## config.mk

```make
export PLATFORM = sky130hd
export DESIGN_NAME = regfile_writeback_arbiter
export DESIGN_NICKNAME = d
export VERILOG_FILES = /design/src/rtl/regfile_writeback_arbiter.sv
export SDC_FILE = /design/constraint.sdc
export NUM_CORES = 1
export LEC_CHECK = 0
export CORE_UTILIZATION = 54
export CTS_CLUSTER_SIZE = 40
export DETAILED_ROUTE_END_ITERATION = 10
export DONT_BUFFER_PORTS = 1
export HOLD_SLACK_MARGIN = 0.05
export PLACE_DENSITY = 0.67
export SETUP_SLACK_MARGIN = 0.15
export SKIP_CTS_REPAIR_TIMING = 1
export SYNTH_ARGS = -nofsm -noshare
export SYNTH_HDL_FRONTEND = slang
export SYNTH_SLANG_ARGS = --single-unit
```

## constraint.sdc

```tcl
create_clock -name clk -period 3.4 [get_ports clk]
set_input_delay 0.68 -clock clk [delete_from_list [all_inputs] [get_ports clk]]
set_output_delay 0.68 -clock clk [all_outputs]
set_load 0.02 [all_outputs]
```

## src/rtl/regfile_writeback_arbiter.sv

```systemverilog
`default_nettype none
// ============================================================================
// Module   : regfile_writeback_arbiter
// Purpose  : Merges in-order primary writeback and FIFO-buffered secondary
//            (long-latency) writeback onto the single register file write port.
//            Also flags hazards against pending writes.
// Revision : 1.0
// ============================================================================
module regfile_writeback_arbiter #(
    parameter int REGISTER_WIDTH = 32,
    parameter int FIFO_DEPTH     = 2,
    parameter int STARVE_LIMIT   = 4
) (
    input  logic                          clk,
    input  logic                          reset,
    input  logic                          pri_valid,
    input  logic [4:0]                    pri_rd,
    input  logic [REGISTER_WIDTH-1:0]     pri_data,
    output logic                          pri_ready,
    input  logic                          sec_valid,
    input  logic [4:0]                    sec_rd,
    input  logic [REGISTER_WIDTH-1:0]     sec_data,
    output logic                          sec_ready,
    output logic                          rf_we,
    output logic [4:0]                    rf_A3,
    output logic [REGISTER_WIDTH-1:0]     rf_wd,
    input  logic [4:0]                    hz_A1,
    input  logic [4:0]                    hz_A2,
    input  logic [4:0]                    hz_rd,
    output logic                          hz_stall,
    output logic [$clog2(FIFO_DEPTH):0]   fifo_count
);

    localparam int PTR_W = $clog2(FIFO_DEPTH);
    localparam int CNT_W = PTR_W + 1;
    localparam int STV_W = $clog2(STARVE_LIMIT + 1);
    localparam logic [CNT_W-1:0] c_full       = CNT_W'(FIFO_DEPTH);
    localparam logic [STV_W-1:0] c_starve_max = STV_W'(STARVE_LIMIT);

    logic [4:0]                r_mem_rd   [FIFO_DEPTH];
    logic [REGISTER_WIDTH-1:0] r_mem_data [FIFO_DEPTH];
    logic [PTR_W-1:0]          r_wptr;
    logic [PTR_W-1:0]          r_rptr;
    logic [CNT_W-1:0]          r_count;
    logic [STV_W-1:0]          r_starve;
    logic                      r_we;
    logic [4:0]                r_a3;
    logic [REGISTER_WIDTH-1:0] r_wd;

    logic                      w_empty;
    logic                      w_starved;
    logic                      w_pop;
    logic                      w_pri_grant;
    logic                      w_push;
    logic [FIFO_DEPTH-1:0]     w_ent_hit;
    logic                      w_rf_hit;

    // A stored rd is never x0, so a match against it implies a non-zero source.
    function automatic logic f_hit(input logic [4:0] rd, input logic [4:0] a1,
                                   input logic [4:0] a2, input logic [4:0] dst);
        return (rd != 5'd0) && ((rd == a1) || (rd == a2) || (rd == dst));
    endfunction

    assign w_empty     = (r_count == '0);
    assign sec_ready   = (r_count != c_full);
    assign w_starved   = (r_starve == c_starve_max) && !w_empty;
    assign pri_ready   = !w_starved;
    assign w_pri_grant = pri_valid && !w_starved;
    assign w_pop       = !w_empty && (w_starved || !pri_valid);
    // x0 pushes complete the handshake but are dropped here.
    assign w_push      = sec_valid && sec_ready && (sec_rd != 5'd0);

    always_ff @(posedge clk) begin
        if (reset) begin
            r_wptr   <= '0;
            r_rptr   <= '0;
            r_count  <= '0;
            r_starve <= '0;
        end else begin
            if (w_push) begin
                r_wptr <= r_wptr + PTR_W'(1);
            end
            if (w_pop) begin
                r_rptr <= r_rptr + PTR_W'(1);
            end
            case ({w_push, w_pop})
                2'b10:   r_count <= r_count + CNT_W'(1);
                2'b01:   r_count <= r_count - CNT_W'(1);
                default: r_count <= r_count;
            endcase
            if (w_pop || w_empty) begin
                r_starve <= '0;
            end else if (r_starve != c_starve_max) begin
                r_starve <= r_starve + STV_W'(1);
            end
        end
    end

    always_ff @(posedge clk) begin
        if (w_push) begin
            r_mem_rd[r_wptr]   <= sec_rd;
            r_mem_data[r_wptr] <= sec_data;
        end
    end

    // Pop and primary grant are mutually exclusive by construction.
    always_ff @(posedge clk) begin
        if (reset) begin
            r_we <= 1'b0;
            r_a3 <= '0;
            r_wd <= '0;
        end else if (w_pop) begin
            r_we <= 1'b1;
            r_a3 <= r_mem_rd[r_rptr];
            r_wd <= r_mem_data[r_rptr];
        end else if (w_pri_grant) begin
            r_we <= (pri_rd != 5'd0);
            r_a3 <= pri_rd;
            r_wd <= pri_data;
        end else begin
            r_we <= 1'b0;
        end
    end

    for (genvar gi = 0; gi < FIFO_DEPTH; gi++) begin : g_entry_hit
        logic [PTR_W-1:0] w_off;
        logic             w_valid;
        assign w_off          = PTR_W'(gi) - r_rptr;
        assign w_valid        = ({1'b0, w_off} < r_count);
        assign w_ent_hit[gi]  = w_valid && f_hit(r_mem_rd[gi], hz_A1, hz_A2, hz_rd);
    end

    assign w_rf_hit   = r_we && f_hit(r_a3, hz_A1, hz_A2, hz_rd);
    assign hz_stall   = (|w_ent_hit) || w_rf_hit;

    assign rf_we      = r_we;
    assign rf_A3      = r_a3;
    assign rf_wd      = r_wd;
    assign fifo_count = r_count;

endmodule
`default_nettype wire

```

; ---- Word level (Yosys, flattened, before mapping)
; Memory sizes are Yosys's and may differ from the RTL's. A register that Yosys moved wholly into a read port is not among the register bits.
; Cells that the tools add are included.
; W data, S select, Z words.
[word_totals]
wordCells = 78
ram_bits = 74
reg_bits = 45
memories = 2
out_inout_bits = 43
inputBits = 93
[memory_table]
columns = name, depth, word_bits, rd, rd_clocked_by_memory_dff, write_ports, line
row1 = r_mem_data, 2, 32, 1, 1, 1, 41  ; logic [REGISTER_WIDTH-1:0] r_mem_data [FIFO_DEPTH];
row2 = r_mem_rd, 2, 5, 3, 1, 1, 40  ; logic [4:0] r_mem_rd [FIFO_DEPTH];
[op_classes]
reduce_logical = 33
n_addsub = 7
magnitude_cmp = 2
muxes = 13
eq_ne = 14
[ops]
columns = op, n
row1 = $mux W32, 2
row2 = $eq A5 B5 Y1, 9
row3 = $reduce_bool A5 Y1, 5
row4 = $logic_and A1 B1 Y1, 11
row5 = $mux W5, 2
row6 = $logic_or A1 B1 Y1, 9
row7 = $mux W1, 8
row8 = $lt A1 B2 Y1, 2
row9 = $pmux W2 S2, 1
row10 = $reduce_bool A2 Y1, 2
row11 = $reduce_or A2 Y1, 2
row12 = $add A3 B1 Y3 const B, 1
row13 = $eq A3 B3 Y1 const B, 1
row14 = $logic_not A1 Y1, 3
row15 = $ne A3 B3 Y1 const B, 1
row16 = $add A1 B1 Y1 const B, 2
row17 = $add A2 B1 Y2 const B, 1
row18 = $eq A2 B1 Y1 const B, 1
row19 = $eq A2 B2 Y1 const B, 1
row20 = $logic_not A2 Y1, 1
row21 = $ne A2 B2 Y1 const B, 1
row22 = $sub A1 B1 Y1 const A, 2
row23 = $sub A2 B1 Y2 const B, 1

; ---- Logic depth before layout (Yosys ltp)
; Gate-level depths: netlist of the first run.
[depth]
ltp_word = 7
mapped_depth = 9
mapped_depth_nobuf = 8

; ---- Least setup slack after synthesis of the first run
; Ideal clock, no wire load.
[synth_path]
path_kind = flip-flop to flip-flop
startpoint = reg r_count[0], in the netlist fifo_count[0]
endpoint = mem r_mem_data[0][0], enable pin
required_time_ns = 2.969
synth_period_minus_slack_ns = 2.954
setup_slack_ns = 0.446
n_path_buf = 1
path_stages_with_launch = 5
setup_ns = 0.431
arrival_ns = 2.523
cell_sequence = dfxtp_1 clkbuf_8 or2b_2 o211ai_4 nor2_1
[synth_via]
elab_chain_len = 5
[synth_rtl]
columns = element, line
row1 = start: declaration, 44  ; logic [CNT_W-1:0] r_count;
row2 = start signal: assignment, 87  ; 2'b10: r_count <= r_count + CNT_W'(1);
row3 = start signal: assignment, 88  ; 2'b01: r_count <= r_count - CNT_W'(1);
row4 = start signal: assignment, 89  ; default: r_count <= r_count;
row5 = $ne A2 B2 Y1, 65  ; assign sec_ready = (r_count != c_full);
row6 = net sec_ready, 23  ; output logic sec_ready,
row7 = $logic_and A1 B1 Y1 (2 in series), 71  ; assign w_push = sec_valid && sec_ready && (sec_rd != 5'd0);
row8 = $mux W1, 100  ; if (w_push) begin
row9 = $mux W1 (implied by the code), 102  ; r_mem_data[r_wptr] <= sec_data;
row10 = end: declaration, 41
; The timed path passes the listed nets, and every way through them passes these cells.

; ---- Worst setup path in the final report of the first run
[layout_path]
startpoint = reg r_a3[4], in the netlist rf_A3[4]
endpoint = out hz_stall
[layout_via]
elab_chain_len = 6
elab_cells_between_ends = 9
classes_between = eq/ne (3) / reduce/logical (6)
[layout_rtl]
columns = element, line
row1 = start: declaration, 47  ; logic [4:0] r_a3;
row2 = start signal: assignment, 114  ; r_a3 <= r_mem_rd[r_rptr];
row3 = start signal: assignment, 118  ; r_a3 <= pri_rd;
row4 = $eq A5 B5 Y1, 61  ; return (rd != 5'd0) && ((rd == a1) || (rd == a2) || (rd == dst));
row5 = $logic_or A1 B1 Y1 (2 in series), 61
row6 = $logic_and A1 B1 Y1 (*), 61
row7 = $logic_and A1 B1 Y1 (*), 133  ; assign w_rf_hit = r_we && f_hit(r_a3, hz_A1, hz_A2, hz_rd);
row8 = $logic_or A1 B1 Y1 (*), 134  ; assign hz_stall = (|w_ent_hit) || w_rf_hit;
row9 = end: declaration, 30  ; output logic hz_stall,
; Every way passes the cells marked *; elsewhere a longest branch is shown, timed or not.

==> results of run 1 <==
-- cell families after synthesis --
group / synth area share [%]
AOI/OAI and AO/OA: 10.5
DFF: 60.0
and+or+nand+nor: 10.1
xor gates and xnor gates: 8.19
buffers and inverters: 3.22
muxes: 7.31
adders and majority gates: 0.716
-- routing by layer --
metal	routed length, um	share of wire [%]	vias to the layer above	GRT usage [%]
li1	-	-	1605	-
met1	4250	39	1639	25.8
met2	5660	52	125	38.7
met3	809	7.4	15	6.93
met4	195	1.8	0	11.8
met5	0	0	-	0
-- per-stage QoR --
step / power, W / instances / area (um2) / setup slack (ns) / util (%)
floorplan: 0.00321 / 445 / 5240 / 0.446 / -
global placement: 0.00342 / 552 / 5330 / 1.05 / 57.1
CTS: 0.00530 / 584 / 5940 / 0.497 / 63.7
detailed placement: 0.00346 / 552 / 5330 / 0.957 / 57.1
finish: 0.00525 / 584 / 5940 / 0.527 / 63.7
global route: 0.00550 / 584 / 5940 / 0.344 / 63.7
-- state kept, by name (all words and copies together) (netlist names), named ones only --
| name | count |
|---|---|
| r_wptr | 1 |
| rf_we | 1 |
| r_starve | 3 |
| r_mem_data | 64 |
| r_mem_rd | 10 |
| r_rptr | 1 |
| rf_A3 | 5 |
| fifo_count | 2 |
| rf_wd | 32 |
-- cell type report --
type | instances | area, um2
Multi-Input combinational cell | 292 | 1950
Sequential cell | 120 | 3140
Tap cell | 129 | 161
Clock inverter | 13 | 195
Inverter | 3 | 11.3
Timing Repair Buffer | 8 | 60.1
Fill cell | 722 | 3390
Clock buffer | 19 | 422
-- power groups by stage --
stage	Clock (W)	Combinational, W	Sequential [W]
2_1_floorplan	0	0.00102	0.00219
3_3_place_gp	0	0.00109	0.00233
3_5_place_dp	0	0.00111	0.00235
4_1_cts	0.00187	0.00112	0.00232
5_1_grt	0.00192	0.00124	0.00235
6_report	0.00184	0.00111	0.00231
-- Yosys cell counts (2+ instances only) --
cell type	count	area, um2
inv_1	3	11.3
ha_1	3	37.5
nor2_1	11	41.3
dfxtp_1	46	921
edfxtp_1	74	2220
or4_1	3	22.5
and3_1	2	12.5
nor2b_1	2	12.5
a22oi_1	2	15.0
nand2_1	69	259
or3_1	2	12.5
buf_4	4	30.0
buf_2	10	50.1
xor2_1	15	131
clkbuf_1	13	48.8
o22ai_1	2	12.5
a221oi_1	3	26.3
mux2i_1	36	360
o211ai_1	32	240
nor3_1	16	80.1
a21oi_1	37	185
nand3_1	9	45.0
o21ai_0	2	10.0
xnor2_1	34	298
mux2_2	2	22.5
-- worst reg2reg max path, stage by stage, from the launching register on --
cell and delay, ns:
dfxtp_1 0.71, or2b_2 0.33, o211ai_4 0.15, nor2_4 0.31
buf_4 0.43
-- final timing paths --
| path | to | from |
|---|---|---|
| worst max-delay path | hz_stall | rf_A3[4] |
| worst min-delay path | rf_wd[10] | reset |
| worst max register to register | r_mem_rd[1][0] | fifo_count[0] |
| worst min register to register | rf_wd[4] | rf_wd[4] |
==> out/results.tsv, run 1 <==
stage	metric	value	unit
timing	final max-slew violation count	0	
pwr	PD cells	884	mW/mm2
worst_setup_path	WP data required	2.72	ns
worst_setup_path	max incr delay on CP	0.65	ns
worst_setup_path	CP endpoint kind	primary output	
timing	Post-Route Setup TNS	0	ns
global_route	gr usage total	22.7	%
floorplan	Top Ports	136	
run	max_cap viols	0	
placed_design	hpwl dp	7.42	mm
floorplan	area of the core	0.00933	mm2
timing	final hold slack	0.231	ns
cells_and_area	area grow syn2layout	13.4	%
timing	Final min period	2.87	ns
worst_setup_path	arrival time worst endpoint	2.19	ns
floorplan	width of the die	101	um
detailed_routing	DRC viols	0	
cells_and_area	commonest non-fill, non-tap cell in the layout	edfxtp_1	
worst_setup_path	Worst Path Buf+Inv	0	
pwr	Leakage	1.93	nW
placed_design	GP Congestion	0.860	
clock_tree	Worst-Skew Late Latency	0.51	ns
timing	Final Cycle Share	84.5	%
logic_synthesis	register area share after synthesis	60.0	%
logic_synthesis	number of synthesized flops with an enable pin	74	
pwr	Cell Int Power	0.00355	W
pwr	Flop pwr share	44.0	%
worst_setup_path	CP max-delay cell	dfxtp_1	
timing	Final Setup Violations	0	
pwr	VDD IR-drop max	449	uV
pwr	Switching Fraction	32.5	%
worst_setup_path	critical path's most frequent cell	nor3_1	
detailed_routing	Avg WL per Cell	18.7	um
detailed_routing	drt first-iter violations	141	
global_route	vias in the first global route	3486	
placed_design	PortBufs	0	
logic_synthesis	Synth Flop Type	edfxtp_1	
timing	RSZ-0062 raised after global routing	false	
logic_synthesis	Ys Warns	0	
outcome	run status	finished clean	
global_route	initial antenna violation count	0	
worst_setup_path	Crit path depth	5	
logic_synthesis	Async S/R FF share, synth	0	%
floorplan	Die H	101	um
clock_tree	Root Buffer	clkbuf_8	
worst_setup_path	CP Launch Type	flip-flop	
detailed_routing	vias post-DR	3384	
cells_and_area	n_diodes	0	
timing	clk_skew	0.0177	ns
timing	relative slew slack	44.1	%
pwr	clock network power share	35.0	%
timing	Fin. Hold Viols	0	
worst_setup_path	CP delay by family, top	flip-flops	
pwr	combinational share of power	21.0	%
clock_tree	CTS tree	built	
global_route	largest net degree at the start of global routing	47	
floorplan	Rows	35	
logic_synthesis	synth unique cells	38	
logic_synthesis	post-synthesis average cell area	11.8	um2
floorplan	Initial Utilization	56.2	%
pwr	Switching Power	0.00171	W
worst_setup_path	R2R Setup Slk	1.11	ns
hold_path	hold depth	1	
worst_setup_path	CP cell instances	xnor2_1, nand3_1, nor3_1, nor3_1, o221ai_1	
detailed_routing	DRT Wirelength	10.9	mm
logic_synthesis	syn nets	541	
detailed_routing	via density per instance	5.79	
cells_and_area	most frequent cells in the layout	edfxtp_1, nand2_1, dfxtp_1	
detailed_routing	ANT nets after route	0	
logic_synthesis	Post-Syn Area	0.00524	mm2
global_route	first-pass GRT wire length	17.0	mm
floorplan	die footprint	0.0101	mm2
cells_and_area	share of layout cells above drive strength 1	11.0	%
detailed_routing	1st-pass router iterations	4	
timing	Least-Margin Pin Slew	0.839	ns
worst_setup_path	Worst R2R Path Depth	4	
cells_and_area	nets	538	
clock_tree	clk slew on worst S/H paths	0.06	ns
worst_setup_path	Max FO, Critical Path	6	
logic_synthesis	post-synthesis register bit count	120	
clock_tree	Inserted Clock Buffers	17	
timing	f_max	348	MHz
global_route	grt ovf	0	
clock_tree	Max Buffers Root-to-Sink	2	
logic_synthesis	Mapped Cells	445	
worst_setup_path	critical path class	flip-flop to primary output	
clock_tree	clock sink count	120	
clock_tree	H-tree levels	4	
hold_path	Hold Path Class	input pin to flip-flop	
No activity file was read; power rests on OpenSTA's default activity.
==> inputs of run 2 (changes only) <==
Clock period 3.4 ns to 2.7 ns, I/O delays scaled along.
==> run 2 against run 1 <==
Clock power is 12% higher. Worst hold slack worse by 0.13 ns. Setup slack worse by 0.27 ns. Clock skew is 0.012 ns lower. Critical path depth stayed put. Design area is 0.21% higher. Die area stayed put. Via count is 1.0% higher. Total power is 22% higher. Wire length is 1.8% lower. Cell count is 0.68% higher. Critical path type unchanged. Largest cell class unchanged.
==> out/results.tsv, run 2 (synthesis results as in run 1) <==
stage	metric	value	unit
timing	RSZ-0062 raised after global routing	false	
detailed_routing	DRC viols	0	
pwr	Power Total	0.00642	W
cells_and_area	Post-Route Utilization	63.8	%
floorplan	Rows	35	
clock_tree	Inserted Clock Buffers	17	
hold_path	hold_sp	reset	
pwr	PD cells	1080	mW/mm2
clock_tree	H-tree levels	4	
floorplan	Initial Utilization	56.2	%
clock_tree	Max Buffers Root-to-Sink	2	
detailed_routing	DRT Wirelength	10.7	mm
cells_and_area	share of layout cells above drive strength 1	13.1	%
timing	f_max	409	MHz
worst_setup_path	WP data required	2.16	ns
pwr	Leakage	1.93	nW
timing	Fin. Hold Viols	0	
detailed_routing	via density per instance	5.81	
cells_and_area	Finished Cell Area	0.00595	mm2
cells_and_area	max FFs per register	64	
run	max_cap viols	0	
worst_setup_path	arrival time worst endpoint	1.91	ns
detailed_routing	Avg WL per Cell	18.2	um
timing	final hold slack	0.103	ns
detailed_routing	vias post-DR	3419	
cells_and_area	area occupied by multi-input gates	0.00196	mm2
pwr	VDD IR-drop max	529	uV
floorplan	Die H	101	um
worst_setup_path	CP Launch Type	flip-flop	
global_route	initial antenna violation count	0	
floorplan	Top Ports	136	
global_route	grt ovf	0	
timing	Final Cycle Share	90.6	%
timing	clk_skew	0.00597	ns
timing	Final min period	2.45	ns
global_route	largest net degree at the start of global routing	45	
worst_setup_path	R2R Setup Slk	0.58	ns
cells_and_area	area taken by flip-flops and latches	0.00315	mm2
timing	relative slew slack	27.0	%
timing	final max-slew violation count	0	
timing	Least-Margin Pin Slew	1.09	ns
cells_and_area	most frequent cells in the layout	edfxtp_1, nand2_1, dfxtp_1	
hold_path	Hold Path End	rf_wd[13]	
outcome	run status	finished clean	
worst_setup_path	critical path class	flip-flop to primary output	
placed_design	Placed Area	0.00536	mm2
floorplan	die footprint	0.0101	mm2
detailed_routing	1st-pass router iterations	4	
timing	Final Setup Violations	0	
global_route	gr usage total	22.3	%
worst_setup_path	Max FO, Critical Path	5	
floorplan	area of the core	0.00933	mm2
clock_tree	CTS tree	built	
cells_and_area	Largest Register	r_mem_data	
hold_path	Hold Path Class	input pin to flip-flop	
timing	Post-Route Setup TNS	0	ns
worst_setup_path	Worst R2R Path Depth	7	
cells_and_area	commonest non-fill, non-tap cell in the layout	edfxtp_1	
clock_tree	Root Buffer	clkbuf_8	
placed_design	PortBufs	0	
clock_tree	Worst-Skew Late Latency	0.49	ns
detailed_routing	drt first-iter violations	122	
floorplan	width of the die	101	um
placed_design	GP Congestion	0.796	
cells_and_area	Fillers	727	
clock_tree	clk slew on worst S/H paths	0.06	ns
global_route	first-pass GRT wire length	16.9	mm
global_route	vias in the first global route	3549	
hold_path	hold depth	1	
worst_setup_path	r2r startpoint	r_starve[0]	
placed_design	hpwl dp	7.43	mm
cells_and_area	n_diodes	0	
cells_and_area	area grow syn2layout	13.6	%
cells_and_area	nets	542	
worst_setup_path	r2r endpoint	fifo_count[1]	
detailed_routing	ANT nets after route	0	
worst_setup_path	CP endpoint kind	primary output	
clock_tree	clock sink count	120	
run 2: worst max path at each step:
| stage | startpoint | endpoint | slack [ns] | depth (start not counted) |
|---|---|---|---|---|
| floorplan | fifo_count[0] | r_mem_data[0][0] | -0.25 | 4 |
| global placement | sec_rd[0] | fifo_count[1] | 0.48 | 5 |
| detailed placement | sec_rd[0] | fifo_count[1] | 0.44 | 5 |
| CTS | rf_A3[4] | hz_stall | 0.01 | 5 |
| global route | r_mem_rd[0][3] | hz_stall | 0.15 | 5 |
| finish | r_mem_rd[0][0] | hz_stall | 0.25 | 5 |
run 2: worst max-delay path: stages (launching register included):
cell	delay, ns
edfxtp_1	0.49
xnor2_1	0.23
nand3_1	0.11
nor3_1	0.21
nor3_1	0.08
o221ai_2	0.29
run 2: metrics by stage:
step	std cells	setup WS [ns]
after detailed placement	553	0.444
after floorplan	445	-0.254
final	588	0.254
after global placement	553	0.481
after global routing	588	0.147
after CTS	585	0.00960
run 2: metal layers:
metal / vias to the layer above / routed length, um / part of all wire (%) / track usage, %
met1: 1656 / 4200 / 39 / 25.7
met3: 18 / 778 / 7.3 / 7.07
met2: 133 / 5570 / 52 / 38.3
met4: 0 / 178 / 1.7 / 9.92
met5: - / 0 / 0 / 0
li1: 1612 / - / - / -
run 2: area by class of cell:
class	count	area share, %
inverter	3	0.189
timing repair buffer	12	1.93
clock buffer	20	7.14
multi-input combinational	292	32.9
clock inverter	12	2.14
tap	129	2.71
sequential	120	53.0
run 2: where the power goes:
part	internal [W]	switching, W	total, W
logic	0.000650	0.000884	0.00153
clock network	0.00131	0.000758	0.00207
registers	0.00236	0.000464	0.00282
==> inputs of run 3 (changes only) <==
Settings changed: SKIP_LAST_GASP set to 1.
==> results of run 3 <==
The final DEF is identical to that of run 2; final timing and power are the same.
